`config.mk`:
```
export PLATFORM = sky130hd
export DESIGN_NAME = yutorina_if_stage_flat
export DESIGN_NICKNAME = d
export VERILOG_FILES = /design/src/rtl/yutorina_if_stage_if.sv /design/src/rtl/yutorina_if_stage.sv /design/src/flat_wrapper.sv
export SDC_FILE = /design/constraint.sdc
export NUM_CORES = 1
export LEC_CHECK = 0
export CAP_MARGIN = 5
export CELL_PAD_IN_SITES_DETAIL_PLACEMENT = 0
export CELL_PAD_IN_SITES_GLOBAL_PLACEMENT = 1
export CORE_MARGIN = 4
export CORE_UTILIZATION = 38
export DETAILED_ROUTE_END_ITERATION = 16
export GPL_TIMING_DRIVEN = 0
export HOLD_SLACK_MARGIN = 0.08
export PLACE_DENSITY_LB_ADDON = 0.1
export SYNTH_ARGS = -nofsm -noshare
export SYNTH_HDL_FRONTEND = slang
export SYNTH_SLANG_ARGS = --single-unit
export TNS_END_PERCENT = 1
```
`constraint.sdc`:
```
create_clock -name clk -period 6.4 [get_ports clk]
set_clock_uncertainty 0.05 [all_clocks]
set_input_delay 1.28 -clock clk [delete_from_list [all_inputs] [get_ports clk]]
set_output_delay 1.28 -clock clk [all_outputs]
set_load 0.005 [all_outputs]
```
`src/rtl/yutorina_if_stage_if.sv`:
```
// rtl/yutorina_if_stage_if.sv - fetch bus: active-low req/grant/strobe/ready, read-only data
// master side is the fetch stage, slave side is the memory/arbiter.
interface yutorina_if_stage_if #(
  parameter int ADDR_W = 30,
  parameter int DATA_W = 32
);
  logic              bus_req_;
  logic              bus_grnt_;
  logic              bus_as_;
  logic              bus_rw;
  logic [ADDR_W-1:0] bus_addr;
  logic [DATA_W-1:0] bus_rd_data;
  logic              bus_rdy_;

  modport master (
    output bus_req_, bus_as_, bus_rw, bus_addr,
    input  bus_grnt_, bus_rd_data, bus_rdy_
  );

  modport slave (
    input  bus_req_, bus_as_, bus_rw, bus_addr,
    output bus_grnt_, bus_rd_data, bus_rdy_
  );
endinterface

```
`src/rtl/yutorina_if_stage.sv`:
```
// rtl/yutorina_if_stage.sv - instruction fetch stage with PC, bus master, skid buffer
// Decode outputs are fully registered; bus strobe/request are gated by rst so reset aborts at once.
module yutorina_if_stage #(
  parameter int                ADDR_W   = 30,
  parameter int                DATA_W   = 32,
  parameter logic [ADDR_W-1:0] RESET_PC = '0,
  parameter logic [DATA_W-1:0] NOP_INSN = '0
) (
  input  logic              clk,
  input  logic              rst,
  input  logic              stall,
  input  logic              ld_haz,
  input  logic              flush,
  input  logic [ADDR_W-1:0] new_pc,
  input  logic              br_taken,
  input  logic [ADDR_W-1:0] br_addr,
  yutorina_if_stage_if.master bus,
  output logic [ADDR_W-1:0] if_pc,
  output logic [DATA_W-1:0] if_insn,
  output logic              if_en_
);

  typedef enum logic {S_REQ = 1'b0, S_ACCESS = 1'b1} state_t;

  localparam logic [ADDR_W-1:0] PC_ONE = {{(ADDR_W-1){1'b0}}, 1'b1};

  state_t            r_state;
  state_t            w_next;
  logic [ADDR_W-1:0] r_pc;
  logic [ADDR_W-1:0] r_if_pc;
  logic [DATA_W-1:0] r_if_insn;
  logic              r_if_en_n;
  logic              r_skid_vld;
  logic [ADDR_W-1:0] r_skid_pc;
  logic [DATA_W-1:0] r_skid_data;
  logic              r_discard;

  logic              w_hold;
  logic              w_req_n;
  logic              w_as_n;
  logic [ADDR_W-1:0] w_addr;
  logic              w_rdy;
  logic              w_cmp;
  logic              w_outstanding;
  logic [ADDR_W-1:0] w_pc_next;

  assign w_hold = stall | ld_haz;

  // State register.
  always_ff @(posedge clk or posedge rst) begin
    if (rst) begin
      r_state <= S_REQ;
    end else begin
      r_state <= w_next;
    end
  end

  // Next-state logic: grant is held across accesses; losing it returns to REQ.
  always_comb begin
    w_next = r_state;
    case (r_state)
      S_REQ:    if (!bus.bus_grnt_) w_next = S_ACCESS;
      S_ACCESS: if (bus.bus_grnt_)  w_next = S_REQ;
      default:  w_next = S_REQ;
    endcase
  end

  // Bus outputs; the strobe stays off while the skid holds an undelivered word.
  always_comb begin
    w_req_n = 1'b1;
    w_as_n  = 1'b1;
    w_addr  = '0;
    if (!rst) begin
      case (r_state)
        S_REQ: begin
          w_req_n = 1'b0;
        end
        S_ACCESS: begin
          w_req_n = 1'b0;
          w_addr  = r_pc;
          if (!bus.bus_grnt_ && !r_skid_vld) w_as_n = 1'b0;
        end
        default: begin
          w_req_n = 1'b1;
        end
      endcase
    end
  end

  assign bus.bus_req_ = w_req_n;
  assign bus.bus_as_  = w_as_n;
  assign bus.bus_rw   = 1'b1;
  assign bus.bus_addr = w_addr;

  assign w_rdy         = !w_as_n && !bus.bus_rdy_;
  assign w_cmp         = w_rdy && !r_discard;
  assign w_outstanding = !w_as_n && bus.bus_rdy_;
  assign w_pc_next     = br_taken ? br_addr : (r_pc + PC_ONE);

  // PC, skid buffer, discard flag and decode-facing registers.
  always_ff @(posedge clk or posedge rst) begin
    if (rst) begin
      r_pc        <= RESET_PC;
      r_if_pc     <= '0;
      r_if_insn   <= NOP_INSN;
      r_if_en_n   <= 1'b1;
      r_skid_vld  <= 1'b0;
      r_skid_pc   <= '0;
      r_skid_data <= '0;
      r_discard   <= 1'b0;
    end else if (flush) begin
      r_pc       <= new_pc;
      r_if_en_n  <= 1'b1;
      r_if_insn  <= NOP_INSN;
      r_skid_vld <= 1'b0;
      // An access already on the bus must have its late ready dropped.
      r_discard  <= w_outstanding | (r_discard & ~w_rdy);
    end else begin
      if (w_rdy) r_discard <= 1'b0;
      if (w_cmp) r_pc <= w_pc_next;
      if (w_hold) begin
        if (w_cmp) begin
          r_skid_vld  <= 1'b1;
          r_skid_pc   <= r_pc;
          r_skid_data <= bus.bus_rd_data;
        end
      end else if (r_skid_vld) begin
        r_if_pc    <= r_skid_pc;
        r_if_insn  <= r_skid_data;
        r_if_en_n  <= 1'b0;
        r_skid_vld <= 1'b0;
      end else if (w_cmp) begin
        r_if_pc   <= r_pc;
        r_if_insn <= bus.bus_rd_data;
        r_if_en_n <= 1'b0;
      end else begin
        r_if_insn <= NOP_INSN;
        r_if_en_n <= 1'b1;
      end
    end
  end

  assign if_pc   = r_if_pc;
  assign if_insn = r_if_insn;
  assign if_en_  = r_if_en_n;

endmodule
```
`src/flat_wrapper.sv`:
```
// flat-port wrapper written by rule: the top's interface ports become plain ports
module yutorina_if_stage_flat 
#(
  parameter int                ADDR_W   = 30,
  parameter int                DATA_W   = 32,
  parameter logic [ADDR_W-1:0] RESET_PC = '0,
  parameter logic [DATA_W-1:0] NOP_INSN = '0
)
  (clk, rst, stall, ld_haz, flush, new_pc, br_taken, br_addr, if_pc, if_insn, if_en_, bus_bus_req_, bus_bus_as_, bus_bus_rw, bus_bus_addr, bus_bus_grnt_, bus_bus_rd_data, bus_bus_rdy_);
  yutorina_if_stage_if #(.ADDR_W(ADDR_W), .DATA_W(DATA_W)) bus_i ();
  input  logic clk;
  input  logic rst;
  input  logic stall;
  input  logic ld_haz;
  input  logic flush;
  input  logic [ADDR_W-1:0] new_pc;
  input  logic br_taken;
  input  logic [ADDR_W-1:0] br_addr;
  output logic [ADDR_W-1:0] if_pc;
  output logic [DATA_W-1:0] if_insn;
  output logic if_en_;
  output wire logic [$bits(bus_i.bus_req_)-1:0] bus_bus_req_;
  output wire logic [$bits(bus_i.bus_as_)-1:0] bus_bus_as_;
  output wire logic [$bits(bus_i.bus_rw)-1:0] bus_bus_rw;
  output wire logic [$bits(bus_i.bus_addr)-1:0] bus_bus_addr;
  input wire logic [$bits(bus_i.bus_grnt_)-1:0] bus_bus_grnt_;
  input wire logic [$bits(bus_i.bus_rd_data)-1:0] bus_bus_rd_data;
  input wire logic [$bits(bus_i.bus_rdy_)-1:0] bus_bus_rdy_;
  assign bus_bus_req_ = bus_i.bus_req_;
  assign bus_bus_as_ = bus_i.bus_as_;
  assign bus_bus_rw = bus_i.bus_rw;
  assign bus_bus_addr = bus_i.bus_addr;
  assign bus_i.bus_grnt_ = bus_bus_grnt_;
  assign bus_i.bus_rd_data = bus_bus_rd_data;
  assign bus_i.bus_rdy_ = bus_bus_rdy_;
  yutorina_if_stage #(.ADDR_W(ADDR_W), .DATA_W(DATA_W), .RESET_PC(RESET_PC), .NOP_INSN(NOP_INSN)) u_core (.clk(clk), .rst(rst), .stall(stall), .ld_haz(ld_haz), .flush(flush), .new_pc(new_pc), .br_taken(br_taken), .br_addr(br_addr), .bus(bus_i), .if_pc(if_pc), .if_insn(if_insn), .if_en_(if_en_));
endmodule
```
After elaboration in Yosys (flattened, before gate mapping)

Cells that the tools add are included.

Flip-flop bits (word level): 158
Bits in latches: 0
RAM bits: 0
ROM bits: 0
Output and inout port bits: 96
Word-level logic and storage cells: 57
Memories: 0

Add/sub/neg operators: 1
Multipliers: 0
Div/mod/pow operators: 0
Magnitude comparators: 0
Equal/unequal tests: 2
Shifts and indexed selects: 0
Multiplexer cells: 25
Bitwise logic cells: 6
Reduce and logical (&&, ||, !) cells: 14

Operator list:

| kind                  | count |
|---|---|
| $mux 30               | 7 |
| $mux 32               | 4 |
| $add 30x1->30 const B | 1 |
| $mux 1                | 14 |
| $reduce_and 3->1      | 2 |
| $reduce_bool 2->1     | 3 |
| $logic_not 1->1       | 5 |
| $logic_and 1x1->1     | 4 |
| $ne 3x3->1 const B    | 1 |
| $not 1->1             | 3 |
| $ne 2x2->1 const B    | 1 |
| $or 1x1->1            | 2 |
| $and 1x1->1           | 1 |

Logic depth before layout (Yosys ltp)

Depth after elaboration: 12
Mapped depth: 8
Depth with buffers taken out: 6

Least setup slack after synthesis

OpenSTA, ideal clock, no wires.

Path kind: input -> output
Start: input rst
End: output bus_bus_addr[0]
Arrival time: 1.790 ns
Setup slack: 3.280 ns
Stages: 3
Path buffers: 1
Cells stage by stage: nor2b_1 > clkbuf_1 > and2_1

Word-level cells in the longest chain between the ends: 1

RTL lines:

| what               | line                    | text |
|---|---|---|
| start: declaration | flat_wrapper.sv:12      | `input logic rst;` |
| $mux 30            | yutorina_if_stage.sv:73 | `if (!rst) begin` |
| end: declaration   | flat_wrapper.sv:25      | `output wire logic [$bits(bus_i.bus_addr)-1:0] bus_bus_addr;` |

No other way between the ends.

Final worst setup path

Start: input rst
End: output bus_bus_addr[13]

The elaborated chain is that of the path after synthesis.

==> results.md <==
- Met1 GRT Util: 0.300
- Post-route ant nets: 0
- Die Area: approximately 23000 um^2
- Post-synthesis cell type count: 57
- Later-pin clock latency in the skew report: ~0.44 ns
- GRT busiest layer: met2
- Setup Viol. Count Final: 0
- Nets: ~1100
- Worst reg2reg path startpoint: u_core.r_skid_vld
- CTS max path bufs: 2
- Hold path depth: 2
- CP endpoint kind: output port
- WP data required: around 5.1 ns
- Die W: ~150 um
- Via-per-instance ratio: 5.23
- Internal Power: 1.95 mW
- Sequential power share: 0.460
- Largest net degree at the start of global routing: 104
- CP startpoint kind: input port
- M2 GR Usage: 0.333
- WHS: between 0.4 and 0.5 ns
- Synth Area per Inst: roughly 10 um^2
- CTS root buffer: clkbuf_16
- Switching pwr: 0.777 mW
- Area grow syn2layout: 36.9%
- Maximum vdd drop: ~0.00017 V
- Post-CTS Resized: 0
- Final Hold Violating Endpoints: 0
- Commonest non-fill, non-tap cell in the layout: clkdlybuf4s50_1
- Share of cells above drive strength 1: 0.0855
- Initial antenna violation count: 1
- Post-Syn Nets: about 870
- DR DRC count: 0
- Final Max Slew Viols: 0
- Ys flop type: dfrtp_1
- Worst Hold Launch: u_core.if_pc[4]
- Critical path class: in -> out
- I/O pin count: 196
- Worst reg2reg path depth: 8
- Max_slew headroom: 0.357
- Most frequent cells in the layout: clkdlybuf4s50_1 (193), dfrtp_1 (157), nand2_1 (106), o21ai_0 (90), mux2i_1 (47)
- Mapped cell area: around 7800 um^2
- Die H: around 150 um
- Leak Pwr: approximately 4.4 nW
- # H-tree levels: 4
- Final Core Density: 0.529
- # clock sinks: between 150 and 200
- Clock Power Share: 0.366
- Sequential share of the synthesized area: 0.506
- Final GP Congestion: between 0.8 and 0.9
- Core ar.: ~20000 um^2
- Worst hold path class: reg -> reg
- Final HPWL DP: 17700 um
- Pwr Density: 255 nW/um^2
- Status: completed
- Number of synthesized register bits: roughly 160
- GR Util met3: 0.0470
- Clk pin slew, worst setup/hold paths: approximately 0.070 ns
- WL final: between 20000 and 25000 um
- DRT iter0 DRCs: 325
- Initial Utilization: 0.386
- WP data arrival: about 3.4 ns
- Yosys warns: 0
- Worst setup path startpoint: rst
- First-pass GRT wire length: between 30000 and 40000 um
- Drt wl/cell: 19.2 um
- Switching share of power: 0.285
- Share of flip-flops with an asynchronous set or reset: 1.00
- Max Cap Violations: 0
- Mapped Cells: 768
- CTS tree: yes
- Total GRT Usage: 0.215
- Crit path time final: ~4.8 ns
- Combinational share of power: 0.174
- Worst Path Max Fanout: 10
- Measured slew at the worst slew-check pin: about 0.96 ns
- Post-synth EDFFs: 0
- Peak Freq: between 0.2 and 0.25 GHz
- DR pass1 iterations: 5
- Hold_buf cts: 0
- Fin crit share: 0.744
- Rows: 52
- Total CTS buffers: 17
- Port Buffers: just under 200
- Number of global-route vias before repair: 6436
- GR Overflow Total: 0
- RSZ-0062 raised after global routing: false
- Setup Buffers After CTS: 0
- Vias: 6613
-- final cells by class --
cell class,count,area [um^2]
multi-input cells,536,3540
inverters,9,41.3
clock inverters,14,145
repair buffers,194,1960
plain buffers,65,289
flip-flops and latches,158,3960
well taps,270,338
clock buffers,18,429
fillers,1916,9540
diodes,1,2.50
-- worst max-delay path, stage by stage --
cell	delay (ns)
clkdlybuf4s50_1	0.61
nor2b_1	0.45
clkbuf_1	0.39
and2_1	0.19
clkdlybuf4s50_1	0.50
-- cell usage after synthesis, types with 9 or more instances --
cell,instances,area share
a21oi_1,21,0.013
a22oi_1,25,0.024
and2_1,31,0.025
and3_1,11,0.0088
buf_2,11,0.0070
clkbuf_1,45,0.022
dfrtp_1,157,0.50
mux2_1,32,0.046
mux2_2,26,0.037
mux2i_1,47,0.060
nand2_1,106,0.051
nand3_1,16,0.010
nand4_1,11,0.0088
nor2_1,25,0.012
o21ai_0,90,0.058
xnor2_1,9,0.010
-- final timing paths --
check                      slack [ns]                     to
min in group asynchronous        1.40  u_core.r_skid_data[8]
setup / recovery                 1.64       bus_bus_addr[13]
setup reg to reg                 3.72       u_core.if_pc[11]
hold reg to reg                  0.43        u_core.if_pc[4]
hold / removal                   0.43        u_core.if_pc[4]
max in group asynchronous        4.05        u_core.r_pc[12]
-- power groups by stage --
stage	logic (mW)	registers, mW	clock network, mW
after CTS	0.482	1.25	1.02
after global routing	0.525	1.27	1.07
after global placement	0.472	1.27	0
final	0.474	1.25	0.996
after floorplan	0.244	1.25	0
after detailed placement	0.480	1.27	0
-- sequential cells by signal, indices dropped and copies added, names as in the netlist --
register and flops:
u_core.r_state 1, u_core.if_insn 32, u_core.r_skid_data 32, u_core.if_pc 30
u_core.r_pc 30, u_core.if_en_ 1, u_core.r_skid_pc 30, u_core.r_discard 1
u_core.r_skid_vld 1
-- routing by layer --
layer	part of all wire	routed length, um
met4	0.022	545
met1	0.45	11000
met2	0.47	11300
met3	0.057	1390
met5	0.00053	13
-- through the flow --
step | cells | setup TNS, ns | area, um^2 | worst slack (ns) | total power, mW
2_1_floorplan | 768 | 0 | 7820 | 0.808 | 1.49
6_report | 1265 | 0 | 10700 | 1.64 | 2.72
3_3_place_gp | 1231 | -290.98 | 10100 | -1.86 | 1.74
5_1_grt | 1264 | 0 | 10700 | 1.53 | 2.86
4_1_cts | 1264 | 0 | 10700 | 1.62 | 2.76
3_5_place_dp | 1232 | 0 | 10100 | 1.63 | 1.75
-- cells by family (layout without fill, tap and decap cells) --
| group | after synthesis | count (layout) | synth area share |
|---|---|---|---|
| AOI/OAI and AO/OA | 183 | 183 | 0.143 |
| xor gates and xnor gates | 15 | 15 | 0.0168 |
| adders and majority gates | 1 | 1 | 0.00160 |
| buffers and inverters | 74 | 300 | 0.0413 |
| DFF | 158 | 158 | 0.506 |
| muxes | 105 | 105 | 0.144 |
| other | 1 | 2 | 0.000480 |
| and+or+nand+nor | 231 | 231 | 0.147 |
Power figures use the tool's default switching activity.
